<file path="src/rtl/fetch_stage_if.sv">
// Instruction-memory request/response bus between the fetch stage and imem.
interface fetch_stage_if;
  logic        imem_req;
  logic [31:0] imem_addr;
  logic        imem_ack;
  logic [31:0] imem_rdata;

  modport master (output imem_req, output imem_addr, input imem_ack, input imem_rdata);
  modport slave  (input imem_req, input imem_addr, output imem_ack, output imem_rdata);
endinterface

</file>
<file path="src/rtl/fetch_stage.sv">
// RV32 IF stage: owns the PC, keeps one imem request in flight and presents
// the {pc, instr, invalid, misaligned} bundle to IF/ID.
module fetch_stage #(
  parameter logic [31:0] RESET_PC  = 32'h0000_0000,
  parameter logic [31:0] NOP_INSTR = 32'h0000_0013
) (
  input  logic                 clk,
  input  logic                 reset,
  input  logic                 stop,
  input  logic                 flush,
  input  logic                 redirect_valid,
  input  logic [31:0]          redirect_pc,
  fetch_stage_if.master        imem,
  output logic [31:0]          if_pc,
  output logic [31:0]          if_instr,
  output logic                 if_invalid,
  output logic                 if_misaligned
);

  typedef enum logic [1:0] {S_FETCH, S_HOLD, S_DISCARD, S_FAULT} state_t;

  state_t      r_state, w_state_nxt;
  logic [31:0] r_pc, r_buf, r_if_pc, r_if_instr;
  logic        r_if_invalid, r_if_misaligned, r_boot, r_fault_done;
  logic [31:0] w_pc_nxt, w_buf_nxt, w_if_pc_nxt, w_if_instr_nxt;
  logic        w_if_invalid_nxt, w_if_misaligned_nxt, w_fault_done_nxt;
  logic        w_req, w_ack, w_redir_mis, w_discard_mis;
  logic [31:0] w_pc_inc, w_discard_pc;

  // r_boot masks the first cycle after reset: no request, stale acks ignored
  assign w_req         = (r_state == S_FETCH) && !r_boot;
  assign w_ack         = imem.imem_ack && !r_boot;
  assign w_redir_mis   = |redirect_pc[1:0];
  assign w_pc_inc      = r_pc + 32'd4;
  assign w_discard_pc  = redirect_valid ? redirect_pc : r_pc;
  assign w_discard_mis = |w_discard_pc[1:0];

  assign imem.imem_req  = w_req;
  assign imem.imem_addr = r_pc;
  assign if_pc          = r_if_pc;
  assign if_instr       = r_if_instr;
  assign if_invalid     = r_if_invalid;
  assign if_misaligned  = r_if_misaligned;

  always_ff @(posedge clk) begin
    if (reset) begin
      r_state         <= S_FETCH;
      r_pc            <= RESET_PC;
      r_buf           <= 32'd0;
      r_boot          <= 1'b1;
      r_fault_done    <= 1'b0;
      r_if_pc         <= 32'd0;
      r_if_instr      <= NOP_INSTR;
      r_if_invalid    <= 1'b1;
      r_if_misaligned <= 1'b0;
    end else begin
      r_state         <= w_state_nxt;
      r_pc            <= w_pc_nxt;
      r_buf           <= w_buf_nxt;
      r_boot          <= 1'b0;
      r_fault_done    <= w_fault_done_nxt;
      r_if_pc         <= w_if_pc_nxt;
      r_if_instr      <= w_if_instr_nxt;
      r_if_invalid    <= w_if_invalid_nxt;
      r_if_misaligned <= w_if_misaligned_nxt;
    end
  end

  // A redirect with a request still in flight must first swallow the stale ack
  always_comb begin
    w_state_nxt = r_state;
    unique case (r_state)
      S_FETCH: begin
        if (redirect_valid)
          w_state_nxt = (w_req && !w_ack) ? S_DISCARD : (w_redir_mis ? S_FAULT : S_FETCH);
        else if (w_req && w_ack && stop)
          w_state_nxt = S_HOLD;
      end
      S_HOLD: begin
        if (redirect_valid)
          w_state_nxt = w_redir_mis ? S_FAULT : S_FETCH;
        else if (!stop)
          w_state_nxt = S_FETCH;
      end
      S_DISCARD: begin
        if (w_ack)
          w_state_nxt = w_discard_mis ? S_FAULT : S_FETCH;
      end
      S_FAULT: begin
        if (redirect_valid)
          w_state_nxt = w_redir_mis ? S_FAULT : S_FETCH;
      end
      default: w_state_nxt = S_FETCH;
    endcase
  end

  always_comb begin
    w_pc_nxt            = r_pc;
    w_buf_nxt           = r_buf;
    w_fault_done_nxt    = r_fault_done;
    w_if_pc_nxt         = r_if_pc;
    w_if_instr_nxt      = r_if_instr;
    w_if_invalid_nxt    = r_if_invalid;
    w_if_misaligned_nxt = r_if_misaligned;
    if (redirect_valid) begin
      w_pc_nxt            = redirect_pc;
      w_fault_done_nxt    = 1'b0;
      w_if_invalid_nxt    = 1'b1;
      w_if_misaligned_nxt = 1'b0;
    end else begin
      unique case (r_state)
        S_FETCH: begin
          if (w_req && w_ack) begin
            if (!stop) begin
              w_if_instr_nxt      = imem.imem_rdata;
              w_if_pc_nxt         = r_pc;
              w_if_invalid_nxt    = flush;
              w_if_misaligned_nxt = 1'b0;
              w_pc_nxt            = w_pc_inc;
            end else begin
              w_buf_nxt = imem.imem_rdata;
            end
          end else if (!stop) begin
            w_if_invalid_nxt    = 1'b1;
            w_if_misaligned_nxt = 1'b0;
          end
        end
        S_HOLD: begin
          if (!stop) begin
            w_if_instr_nxt      = r_buf;
            w_if_pc_nxt         = r_pc;
            w_if_invalid_nxt    = flush;
            w_if_misaligned_nxt = 1'b0;
            w_pc_nxt            = w_pc_inc;
          end
        end
        S_DISCARD: begin
          if (!stop) begin
            w_if_invalid_nxt    = 1'b1;
            w_if_misaligned_nxt = 1'b0;
          end
        end
        S_FAULT: begin
          if (!stop) begin
            if (!r_fault_done) begin
              w_if_pc_nxt         = r_pc;
              w_if_instr_nxt      = NOP_INSTR;
              w_if_misaligned_nxt = 1'b1;
              w_if_invalid_nxt    = flush;
              w_fault_done_nxt    = 1'b1;
            end else begin
              w_if_invalid_nxt    = 1'b1;
              w_if_misaligned_nxt = 1'b0;
            end
          end
        end
        default: ;
      endcase
    end
    // stop+flush still loads the output register, as a bubble
    if (stop && flush) begin
      w_if_invalid_nxt    = 1'b1;
      w_if_misaligned_nxt = 1'b0;
    end
  end

endmodule

</file>
<file path="src/flat_wrapper.sv">
// flat-port wrapper written by rule: the top's interface ports become plain ports
module fetch_stage_flat 
#(
  parameter logic [31:0] RESET_PC  = 32'h0000_0000,
  parameter logic [31:0] NOP_INSTR = 32'h0000_0013
)
  (clk, reset, stop, flush, redirect_valid, redirect_pc, if_pc, if_instr, if_invalid, if_misaligned, imem_imem_req, imem_imem_addr, imem_imem_ack, imem_imem_rdata);
  fetch_stage_if imem_i ();
  input  logic clk;
  input  logic reset;
  input  logic stop;
  input  logic flush;
  input  logic redirect_valid;
  input  logic [31:0] redirect_pc;
  output logic [31:0] if_pc;
  output logic [31:0] if_instr;
  output logic if_invalid;
  output logic if_misaligned;
  output wire logic [$bits(imem_i.imem_req)-1:0] imem_imem_req;
  output wire logic [$bits(imem_i.imem_addr)-1:0] imem_imem_addr;
  input wire logic [$bits(imem_i.imem_ack)-1:0] imem_imem_ack;
  input wire logic [$bits(imem_i.imem_rdata)-1:0] imem_imem_rdata;
  assign imem_imem_req = imem_i.imem_req;
  assign imem_imem_addr = imem_i.imem_addr;
  assign imem_i.imem_ack = imem_imem_ack;
  assign imem_i.imem_rdata = imem_imem_rdata;
  fetch_stage #(.RESET_PC(RESET_PC), .NOP_INSTR(NOP_INSTR)) u_core (.clk(clk), .reset(reset), .stop(stop), .flush(flush), .redirect_valid(redirect_valid), .redirect_pc(redirect_pc), .imem(imem_i), .if_pc(if_pc), .if_instr(if_instr), .if_invalid(if_invalid), .if_misaligned(if_misaligned));
endmodule
</file>
<file path="config.mk">
export PLATFORM = sky130hd
export DESIGN_NAME = fetch_stage_flat
export DESIGN_NICKNAME = d
export VERILOG_FILES = /design/src/rtl/fetch_stage_if.sv /design/src/rtl/fetch_stage.sv /design/src/flat_wrapper.sv
export SDC_FILE = /design/constraint.sdc
export NUM_CORES = 1
export LEC_CHECK = 0
export ABC_AREA = 1
export CAP_MARGIN = 20
export CORE_MARGIN = 2
export CORE_UTILIZATION = 47
export DETAILED_ROUTE_END_ITERATION = 7
export GPL_TIMING_DRIVEN = 0
export PLACE_DENSITY = 0.86
export SYNTH_ARGS = -nofsm -noshare
export SYNTH_HDL_FRONTEND = slang
export SYNTH_SLANG_ARGS = --single-unit
</file>
<file path="constraint.sdc">
create_clock -name clk -period 2.66 [get_ports clk]
set_input_delay 0.532 -clock clk [delete_from_list [all_inputs] [get_ports clk]]
set_output_delay 0.532 -clock clk [all_outputs]
set_load 0.005 [all_outputs]
</file>
==> flow_summary.ini <==
[timing]
finalHoldViolations = 0
finalCritPeriodShare_pct = 87.9
setup_slack_ps = 321
relSlewSlack_pct = 57.0
rsz0062_at_grt = no
final_max_slew_viol_count = 0
max_freq_mhz = 427
setup_violations = 0
min_period_ps = 2340
clock_skew_ps = 6.13
tightest_slew_ps = 646

[logic_synthesis]
yosysTopAreaCell = dfxtp_1
synth_edf_count = 0
yosysMostFrequentCell = nand2_1
ys_seq_area_share_pct = 44.6
syn-cell-area_um2 = 6010
synth_top_area_share_pct = 44.6
synth_flop_cell = dfxtp_1
async_flop_share_pct = 0
ys_top_cells_by_count = 178 x nand2_1, 134 x dfxtp_1, 108 x o21ai_0
synth_fp_nets = 929
synthDistinctLibCells = 34
synthTopCellsByArea = dfxtp_1 45%, nand2_1 11%, o21ai_0 9.0%
yosys_warnings = 0
avgSynthCellArea_um2 = 7.01
synth-seq-cells = 134
synthCells = 858

[grt]
grt_overflow = 0
grt_max_degree = 17
track_usage_pct = 30.3
grt_first_pass_wirelength_um = 31800
grt_pass1_vias = 6433
antenna_found_initial = 0

[setup_path]
cp_data_arrival_time_ps = 2700
r2r_cells = 10
critical_path.startpoint = reset
endpoint_kind = flop
critPathLaunchType = input pin
path_class = input pin to flop
r2r-start = u_core.imem.imem_addr[3]
cp_max_fo = 10
crit_required_ps = 3020
reg2reg_to = u_core.imem.imem_addr[28]
rrSetupSlack_ps = 700

[placement]
place_congestion = 0.960
postPlaceCellArea_um2 = 7910
dp_slack_ps = -17.8
dpl.hpwl_um = 14400
portBuffers = 168

[floorplanning]
core_um2 = 12600
die_x_um = 117
die_area_um2 = 13700
fp-row-count = 41
pin_count = 169
dieHeight_um = 117
start_util_pct = 47.9

[detailed_routing]
drtIter0Drc = 661
wl_per_cell_um = 16.2
ant_nets = 0
vias = 6687
via_per_inst = 5.44
top_layer_used = met4
wl_met2_um = 9200
dr_wl_met3_um = 1960
drc = 0
wl_met1_um = 7900
first_pass_iters = 8
drt-total-wl_um = 19900

[clock_network]
root_buffer = clkbuf_16
htreeDepth = 4
post_cts_resized = 0
path_clk_slew_ps = 60
cts_tree = done
post_cts_buffers = 0
cts_buffers = 17
cts_max_path_buffers = 2
cts_hold_buf = 0
cts_sinks = 134
clock_latency_ps = 430

[finish]
fin_area_um2 = 8550
fillers = 1012
antenna_cells = 0
multiInputGateArea_um2 = 2810
seq_area_um2 = 2680
area_growth_pct = 42.1
fin_nets = 1116
drive_gt1_share_pct = 5.86

[run_status]
status = complete, no violations

[power]
total_power_mw = 6.87
powerDensity_nw_per_um2 = 804
p_leak_nw = 3.28
vdd.ir_drop.worst_v = 0.000550

[hold_path]
min_path_cells = 2
hp-class = flop to flop
hold_end = u_core.r_buf[16]
worstHoldStart = u_core.r_buf[16]

[flow_run]
cap_violations = 0
## worst max-delay path: stages
cell             delay, ps
clkdlybuf4s50_1        420
clkbuf_1               220
inv_1                  320
clkbuf_1               410
buf_1                  450
o21ai_0                210
nor2_1                 130
## cells in the final DEF (no fill, tap or decap), drive strengths merged
cell type      Yosys  routed
nand2            181     181
clkdlybuf4s50      0     168
dfxtp            134     134
o21ai            112     112
nor2              94      94
a21oi             79      79
inv               77      79
nand3             63      63
clkbuf            32      55
a31oi             33      33
buf               19      19
xor2               9       9
o22ai              4       4
nand4              4       4
nor3               4       4
clkinv             0       4
xnor2              3       3
bufinv             0       3
and2               2       2
and3               2       2
o21bai             1       1
o211ai             1       1
o221ai             1       1
a22oi              1       1
a221oi             1       1
ha                 1       1
## stage by stage
step	std cells	hold slack [ps]	util [%]	TNS (ps)
after global placement	1198	432	62.9	0
after global routing	1230	466	68.0	0
after detailed placement	1198	438	62.9	-17.8
after CTS	1230	447	68.0	0
after floorplan	858	424	-	0
final	1230	445	68.0	0
## area by class of cell
class	count	area share, %
Sequential cell	134	31.4
Tap cell	172	2.52
Clock inverter	9	1.62
Buffer	51	2.69
Timing Repair Buffer	168	19.7
Clock buffer	23	5.83
Inverter	77	3.38
Multi-Input combinational cell	596	32.9
## cell families (layout without fill, tap and decap cells)
group / Yosys count / in the layout / synth area share (%)
AND/OR/NAND/NOR: 350 / 350 / 24.4
AO/OA/AOI/OAI: 233 / 233 / 20.4
flip-flops: 134 / 134 / 44.6
buffers and inverters: 128 / 328 / 8.63
XOR/XNOR: 12 / 12 / 1.75
adder cells (fa/ha/maj): 1 / 1 / 0.208
## worst max-delay path by stage
stage / depth (start not counted) / endpoint / slack, ps
CTS: 7 / u_core.if_pc[11] / 380
global route: 7 / u_core.if_pc[17] / 140
finish: 7 / u_core.if_pc[17] / 320
detailed placement: 7 / u_core.if_pc[11] / -20
floorplan: 9 / u_core.imem.imem_addr[22] / 1060
global placement: 7 / u_core.if_pc[18] / 60
## flip-flops by register name, summed over array words and instances (netlist names)
| name | flops |
|---|---|
| u_core.if_instr | 32 |
| u_core.if_invalid | 1 |
| u_core.if_misaligned | 1 |
| u_core.imem.imem_addr | 32 |
| u_core.r_state | 2 |
| u_core.r_fault_done | 1 |
| u_core.if_pc | 32 |
| u_core.r_boot | 1 |
| u_core.r_buf | 32 |
## report_power, final
group	leakage, nW	switching (mW)	total [mW]	internal [mW]
clock	0.314	0.886	2.49	1.61
sequential	1.10	0.218	2.51	2.30
combinational	1.87	1.03	1.86	0.832
total	3.28	2.14	6.87	4.74
## metal layers
layer	vias up	track usage [%]
li1	3215	-
met1	3048	36.1
met2	360	49.4
met3	64	8.86
met4	0	16.2
met5	-	0
No activity file was read; power rests on OpenSTA's default activity.
